**config.mk**
```make
export PLATFORM = sky130hd
export DESIGN_NAME = i2s_tx
export DESIGN_NICKNAME = d
export VERILOG_FILES = /design/src/rtl/i2s_tx_pkg.sv /design/src/rtl/i2s_bclk_gen.sv /design/src/rtl/i2s_tx.sv
export SDC_FILE = /design/constraint.sdc
export NUM_CORES = 1
export LEC_CHECK = 0
export ABC_AREA = 1
export BUFFER_PORTS_ARGS = -buffer_cell sky130_fd_sc_hd__buf_2
export CORE_AREA = 2 2 86 88
export DETAILED_ROUTE_END_ITERATION = 10
export DIE_AREA = 0 0 88 90
export PLACE_DENSITY_LB_ADDON = 0.05
export SLEW_MARGIN = 5
export SYNTH_ARGS = -nofsm -noshare
export SYNTH_HDL_FRONTEND = slang
export SYNTH_SLANG_ARGS = --single-unit
```
**constraint.sdc**
```tcl
create_clock -name clk -period 1.95 [get_ports clk]
set_clock_uncertainty 0.1 [all_clocks]
set_input_delay 0 -clock clk [delete_from_list [all_inputs] [get_ports clk]]
set_output_delay 0 -clock clk [all_outputs]
set_load 0.005 [all_outputs]
```
**src/rtl/i2s_tx_pkg.sv**
```systemverilog
// Shared audio package: default slot width, bit-clock divider and frame length.
// Used by i2s_tx and its bit-clock generator.
package i2s_tx_pkg;

  localparam int unsigned SLOT_W_DEF    = 16;
  localparam int unsigned DIV_DEF       = 4;
  localparam int unsigned FRAME_LEN_DEF = 2 * SLOT_W_DEF;

  // Number of bclk periods in one stereo frame for a given slot width.
  function automatic int unsigned frame_len(input int unsigned slot_w);
    return 2 * slot_w;
  endfunction

endpackage

```
**src/rtl/i2s_bclk_gen.sv**
```systemverilog
// Bit-clock generator: divides clk by 2*DIV to produce a registered bclk and
// a single-cycle strobe marking the edge on which bclk is registered 1->0.
// With en low the divider is parked at 0 and bclk is held low.
module i2s_bclk_gen
  import i2s_tx_pkg::*;
#(
  parameter int unsigned DIV = DIV_DEF
) (
  input  logic clk,
  input  logic rst,
  input  logic en,
  output logic bclk,
  output logic fall
);

  localparam int unsigned DIV_W = (DIV > 1) ? $clog2(DIV) : 1;
  localparam logic [DIV_W-1:0] DIV_LAST = DIV_W'(DIV - 1);

  logic [DIV_W-1:0] div_q, div_d;
  logic             bclk_q, bclk_d;
  logic             wrap;

  // Divider count and bclk toggle on wrap.
  always_comb begin
    div_d  = div_q;
    bclk_d = bclk_q;
    wrap   = (div_q == DIV_LAST);
    if (!en) begin
      div_d  = '0;
      bclk_d = 1'b0;
    end else if (wrap) begin
      div_d  = '0;
      bclk_d = ~bclk_q;
    end else begin
      div_d  = div_q + DIV_W'(1);
    end
  end

  // Divider and bclk registers.
  always_ff @(posedge clk or posedge rst) begin
    if (rst) begin
      div_q  <= '0;
      bclk_q <= 1'b0;
    end else begin
      div_q  <= div_d;
      bclk_q <= bclk_d;
    end
  end

  assign bclk = bclk_q;
  assign fall = en && wrap && bclk_q;

endmodule

```
**src/rtl/i2s_tx.sv**
```systemverilog
// I2S transmitter: single-entry sample holding register, frame bit counter and
// MSB-first shift register producing bclk / lrck / sdata with the standard
// one-bit data delay after each lrck edge. Missing samples at a frame start
// are replaced by zeros.
// Optional build macro: I2S_TX_UNDERRUN_CNT_EN adds a saturating 16-bit
// underrun counter output (underrun_cnt).
module i2s_tx
  import i2s_tx_pkg::*;
#(
  parameter int unsigned SLOT_W = SLOT_W_DEF,
  parameter int unsigned DIV    = DIV_DEF
) (
  input  logic                  clk,
  input  logic                  rst,
  input  logic [2*SLOT_W-1:0]   x,
  input  logic                  x_valid,
  output logic                  x_ready,
  input  logic                  en,
  output logic                  bclk,
  output logic                  lrck,
  output logic                  sdata
`ifdef I2S_TX_UNDERRUN_CNT_EN
  ,
  output logic [15:0]           underrun_cnt
`endif
);

  localparam int unsigned FRAME_LEN = frame_len(SLOT_W);
  localparam int unsigned B_W       = $clog2(FRAME_LEN);
  localparam logic [B_W-1:0] B_LAST = B_W'(FRAME_LEN - 1);
  localparam logic [B_W-1:0] B_SLOT = B_W'(SLOT_W);

  logic [FRAME_LEN-1:0] hold_q, hold_d;
  logic                 hold_full_q, hold_full_d;
  logic [FRAME_LEN-1:0] sr_q, sr_d;
  logic [B_W-1:0]       b_q, b_d;
  logic [B_W-1:0]       b_next;
  logic                 lrck_q, lrck_d;
  logic                 sdata_q, sdata_d;
  logic                 fall;
  logic                 accept;
  logic                 load;
  logic                 underrun;

  i2s_bclk_gen #(
    .DIV (DIV)
  ) u_bclk_gen (
    .clk  (clk),
    .rst  (rst),
    .en   (en),
    .bclk (bclk),
    .fall (fall)
  );

  // Holding register, frame bit counter, shift register and serial outputs.
  // A sample accepted on a load edge is not seen by that load (hold_full_q
  // is still 0), so the frame is zero-filled and the sample waits a frame.
  always_comb begin
    hold_d      = hold_q;
    hold_full_d = hold_full_q;
    sr_d        = sr_q;
    b_d         = b_q;
    lrck_d      = lrck_q;
    sdata_d     = sdata_q;

    accept   = x_valid && !hold_full_q;
    b_next   = (b_q == B_LAST) ? '0 : b_q + B_W'(1);
    load     = fall && (b_next == '0);
    underrun = load && !hold_full_q;

    if (load) begin
      hold_full_d = 1'b0;
    end
    if (accept) begin
      hold_d      = x;
      hold_full_d = 1'b1;
    end

    if (!en) begin
      b_d     = B_LAST;
      lrck_d  = 1'b0;
      sdata_d = 1'b0;
    end else if (fall) begin
      b_d     = b_next;
      lrck_d  = (b_next >= B_SLOT);
      sdata_d = sr_q[FRAME_LEN-1];
      if (b_next == '0) begin
        sr_d = hold_full_q ? hold_q : '0;
      end else begin
        sr_d = {sr_q[FRAME_LEN-2:0], 1'b0};
      end
    end
  end

  // Datapath and output registers.
  always_ff @(posedge clk or posedge rst) begin
    if (rst) begin
      hold_q      <= '0;
      hold_full_q <= 1'b0;
      sr_q        <= '0;
      b_q         <= B_LAST;
      lrck_q      <= 1'b0;
      sdata_q     <= 1'b0;
    end else begin
      hold_q      <= hold_d;
      hold_full_q <= hold_full_d;
      sr_q        <= sr_d;
      b_q         <= b_d;
      lrck_q      <= lrck_d;
      sdata_q     <= sdata_d;
    end
  end

  assign x_ready = !hold_full_q;
  assign lrck    = lrck_q;
  assign sdata   = sdata_q;

`ifdef I2S_TX_UNDERRUN_CNT_EN
  logic [15:0] ucnt_q, ucnt_d;

  // Saturating count of zero-filled frame loads.
  always_comb begin
    ucnt_d = ucnt_q;
    if (underrun && (ucnt_q != 16'hFFFF)) begin
      ucnt_d = ucnt_q + 16'd1;
    end
  end

  // Underrun counter register.
  always_ff @(posedge clk or posedge rst) begin
    if (rst) begin
      ucnt_q <= '0;
    end else begin
      ucnt_q <= ucnt_d;
    end
  end

  assign underrun_cnt = ucnt_q;
`else
  logic unused_underrun;
  assign unused_underrun = underrun;
`endif

endmodule

```
; ---- Yosys cells after proc, flatten, opt, wreduce, memory -nomap -nowiden
; Index checks and enable logic that the tools add are counted.
[word_totals]
ff_bits = 75
in_bits = 36
output_inout_bits = 4
elab_cells = 39
[classes]
n_addsub = 2
order_cmp = 1
n_eq_ne = 4
mux = 15
bitwise_logic = 1
reduce_logical = 8
[ops]
columns = cell, count
row1 = 2-to-1 mux 32 bit, 2
row2 = 2-to-1 mux 5 bit, 3
row3 = 2-to-1 mux 1 bit, 8
row4 = adder 5 x 1 -> 5 bit (second input constant), 1
row5 = == test 5 bit (second input constant), 1
row6 = greater-or-equal comparator 5 bit (second input constant), 1
row7 = zero test 5 bit, 1
row8 = logical AND 1 bit, 4
row9 = 2-to-1 mux 2 bit, 2
row10 = != test 2 x 1 -> 1 bit (second input constant), 2
row11 = adder 2 x 1 -> 2 bit (second input constant), 1
row12 = == test 2 bit (second input constant), 1
row13 = AND reduction 2 bit, 1
row14 = nonzero test 2 bit, 1
row15 = zero test 1 bit, 1
row16 = NOT 1 bit, 1

; ---- Logic depth before layout (Yosys ltp)
[depth]
depth_word = 6
depth_mapped = 12

; ---- By module
; Synthesis repeated with hierarchy kept, for this count alone.
[unflattened]
hier_cells = 400
area_unflattened_um2 = 3579.7
[modules_own_cells]
columns = mod, instances, cells_each, area_per_inst_um2
row1 = i2s_tx, 1, 384, 3444.6
row2 = i2s_bclk_gen, 1, 16, 135.1

; ---- Worst setup path before layout
; No wires, ideal clock.
[synth_timing]
kind = flip-flop to flip-flop
from = register b_q[0]
to = register hold_full_q
setup_time_ns = 0.119
arrival_ns = 1.832
t_required_ns = 1.731
setup_slack_ns = -0.101
stages_incl_launch_ff = 12
synth_period_minus_slack_ns = 2.051
cell_sequence = dfstp_2 ha_1 nand2_1 nor2_1 ha_1 inv_1 nand2_1 nor2_2 buf_2 nand3_1 nand2_1 nand2_1
[synth_between]
elab_chain_cells = 5
[synth_lines]
columns = element, line_no
row1 = start: declaration, i2s_tx.sv:36  ; logic [B_W-1:0] b_q, b_d;
row2 = start signal: assignment, i2s_tx.sv:101  ; b_q <= B_LAST;
row3 = start signal: assignment, i2s_tx.sv:108  ; b_q <= b_d;
row4 = adder 5 x 1 -> 5 bit / == test 5 bit (equally long branches), i2s_tx.sv:67  ; b_next = (b_q == B_LAST) ? '0 : b_q + B_W'(1);
row5 = 2-to-1 mux 5 bit (*), i2s_tx.sv:67
row6 = zero test 5 bit (*), i2s_tx.sv:68  ; load = fall && (b_next == '0);
row7 = logical AND 1 bit (*), i2s_tx.sv:68
row8 = nonzero test 2 bit (no line) (*), --
row9 = end signal: assignment, i2s_tx.sv:106  ; hold_full_q <= hold_full_d;
row10 = end: declaration, i2s_tx.sv:34  ; logic hold_full_q, hold_full_d;
; Every way passes the cells marked *; elsewhere a longest branch is shown, timed or not.
; A chain may end at the register's enable or synchronous reset.

; ---- Worst setup path after layout
[layout_timing]
from = register b_q[0]
to = register sr_q[6]
[layout_between]
elab_chain_cells = 4
[layout_lines]
columns = element, line_no
row1 = adder 5 x 1 -> 5 bit / == test 5 bit (equally long branches), i2s_tx.sv:67
row2 = 2-to-1 mux 5 bit (*), i2s_tx.sv:67
row3 = zero test 5 bit (*), i2s_tx.sv:87  ; if (b_next == '0) begin
row4 = 2-to-1 mux 32 bit (*), i2s_tx.sv:87
row5 = end signal: assignment, i2s_tx.sv:107  ; sr_q <= sr_d;
row6 = end: declaration, i2s_tx.sv:35  ; logic [FRAME_LEN-1:0] sr_q, sr_d;
; Marks and branches as above.

==> run_results.csv <==
group,metric,value,unit
outcome,status,"complete, but fails checks",
outcome,violations,"negative setup slack",
floorplan,die_area,7920,µm²
cts,cts_buffers,9,
place,place_hpwl,4400,µm
critical_path,cp_max_fo,7,
floorplan,die_x,88,µm
cts,cts_buffer_depth,2,
sta,whs,42.6,ps
sta,setup_ws,-106,ps
cells_and_area,finalNonFillerCells,595,
cells_and_area,fin_nets,531,
global_routing,grt_max_degree,76,
route,antenna_left,0,
route,via_per_inst,4.91,
sta,period_minus_slack,2060,ps
place,port_buffers,39,
synthesis,ys_ff_latch,75,
global_routing,grt_overflow,0,
route,vias,2921,
min_path,hold_class,"primary input to register",
sta,finalSetupTns,-2510,ps
pwr,ir_drop,0.671,mV
route,drc_errors,0,
global_routing,first_global_vias,2934,
sta,tightestPinTransition,407,ps
floorplan,core_area,7020,µm²
cts,cts_tree,"built",
place,placed_cell_area,4000,µm²
sta,slew-limit-headroom,72.9,%
floorplan,io_pins,40,
global_routing,track_usage,22.0,%
sta,hold_violations,0,
cells_and_area,synthToLayoutAreaGrowth,41.8,%
critical_path,worstSetupEndpointType,"register",
synthesis,syn_inst,396,
global_routing,grt_pass1_wl,13700,µm
floorplan,die_h,90,µm
synthesis,synth_fp_nets,436,
critical_path,required,2140,ps
place,dp_cells,532,
cells_and_area,layout_common_cells,"99 x nand2_1, 70 x dfrtp_1, 39 x buf_2, 38 x inv_1, 34 x dlygate4sd3_1",
synthesis,synth-seq-area-share,53.0,%
cts,root_buffer,"clkbuf_8",
place,place_congestion,0.786,
route,wl_per_cell,13.6,µm
cts,cts.sinks,75,
route,drtPass1Iterations,4,
critical_path,crit_type,"register to register",
sta,drv_slew,0,
synthesis,syn_avg_cell_area,8.97,µm²
floorplan,rows,31,
pwr,pwr_density_cell,938,nW/µm²
synthesis,yosys_warnings,0,
cells_and_area,num_antenna_cells,0,
sta,setup_viol,32,
route,drt-initial-drc-count,113,
cts,cts.clk_slew.worst_paths,70,ps
synthesis,yosysUniqueCellTypes,26,
route,totalWireLength,8100,µm
flow_run,max_cap_viol_count,0,
sta,rsz0062_at_grt,"true",
cts,clk_latency,350,ps
sta,max_freq,0.486,GHz
global_routing,antenna_found_initial,0,
critical_path,worstPathArrival,2240,ps
pwr,p_leak,2.47,nW
cells_and_area,drive_gt1_share,40.3,%
synthesis,synth.cell_area,3550,µm²
cts,cts_htree_levels,3,
critical_path,crit_path_start_kind,"register",
cells_and_area,fin_area,5040,µm²
floorplan,start_util,50.6,%
sta,period_share,105,%
cells_and_area,final_common_cell,"nand2_1",
## kinds of logic (layout without fill, tap and decap cells)
| group | Yosys count | in the layout | synth area share, % |
|---|---|---|---|
| AOI/OAI and AO/OA | 12 | 12 | 2.18 |
| and+or+nand+nor | 208 | 208 | 25.0 |
| DFF | 75 | 75 | 53.0 |
| muxes | 32 | 32 | 10.1 |
| buffers and inverters | 65 | 165 | 8.24 |
| adders and majority gates | 4 | 4 | 1.41 |
## power by group
part / switching, mW / internal, mW / leakage [nW]
logic: 0.646 / 0.708 / 1.42
registers: 0.211 / 1.98 / 0.948
clock network: 0.558 / 0.627 / 0.0947
total: 1.42 / 3.31 / 2.47
## synthesized netlist by cell type
cell | number | area share (%)
inv_1 | 40 | 4.2
nand3_2 | 1 | 0.28
nand3_1 | 65 | 9.2
a22oi_1 | 1 | 0.21
dfrtp_1 | 70 | 49
ha_1 | 4 | 1.4
nor3_4 | 1 | 0.46
inv_2 | 2 | 0.21
o21ai_0 | 2 | 0.28
a22o_1 | 2 | 0.49
dfstp_2 | 5 | 3.7
o22a_1 | 1 | 0.25
o22ai_1 | 1 | 0.18
nor2_1 | 5 | 0.53
nand4_1 | 1 | 0.18
a21oi_1 | 3 | 0.42
nand2_2 | 1 | 0.18
mux2_2 | 32 | 10
buf_4 | 6 | 1.3
buf_6 | 2 | 0.63
buf_2 | 9 | 1.3
o21ai_1 | 1 | 0.14
o21a_1 | 1 | 0.21
clkbuf_1 | 6 | 0.63
nand2_1 | 133 | 14
nor2_2 | 1 | 0.18
## flip-flops by register name (all words and copies together) (netlist names)
signal,count
sr_q,32
sdata,1
u_bclk_gen.div_q,2
lrck,1
b_q,5
hold_full_q,1
hold_q,32
u_bclk_gen.bclk,1
## metrics by stage
stage | power, mW | utilization [%] | setup slack [ps]
floorplan | 3.07 | - | -27.4
global placement | 3.31 | 56.9 | -46.8
finish | 4.73 | 71.8 | -106
global route | 5.08 | 71.8 | -189
CTS | 4.69 | 68.6 | -103
detailed placement | 3.34 | 56.9 | -84.1
## critical path, stage by stage, from the launching register on
cell	delay [ps]
dfstp_2	560
ha_4	150
nand2_4	50
nor2_4	120
ha_4	200
inv_2	60
nand2_2	50
nor2_4	110
buf_6	130
nand2_8	100
buf_6	160
nand2_2	70
nand3_2	60
nand2_1	70
## worst paths after layout
kind	slack, ps	depth (start not counted)	endpoint	from
max	-110	13	sr_q[6]$_DFFE_PP0P_	b_q[0]$_DFFE_PP1P_
min	40	3	hold_full_q$_DFFE_PP0P_	x_valid
max reg2reg	-110	13	sr_q[6]$_DFFE_PP0P_	b_q[0]$_DFFE_PP1P_
min reg2reg	340	1	u_bclk_gen.div_q[0]$_DFF_PP0_	u_bclk_gen.div_q[0]$_DFF_PP0_
max in group asynchronous	1220	4	b_q[4]$_DFFE_PP1P_	rst
min in group asynchronous	180	4	u_bclk_gen.div_q[0]$_DFF_PP0_	rst
## metal layers
metal	vias up	track usage (%)	share of wire (%)
met4	0	6.03	1.3
li1	1457	-	-
met1	1396	29.5	46
met3	13	5.14	3.5
met5	-	0	0
met2	55	35.6	49
## timing repair
item,4_1_cts,5_1_grt
pin swaps,17,22
cloned,4,1
hold endpoints to repair,111,0
gates resized for setup,44,43
setup endpoints to repair,33,33
buffers inserted,5,3
hold buffers,34,0
## area by class of cell
type | count | area [µm²]
Multi-Input combinational cell | 256 | 1720
Clock buffer | 14 | 153
Clock inverter | 2 | 35.0
Timing Repair Buffer | 107 | 966
Sequential cell | 75 | 1880
Fill cell | 523 | 1980
Inverter | 42 | 161
Tap cell | 99 | 124
Power figures use the tool's default switching activity.
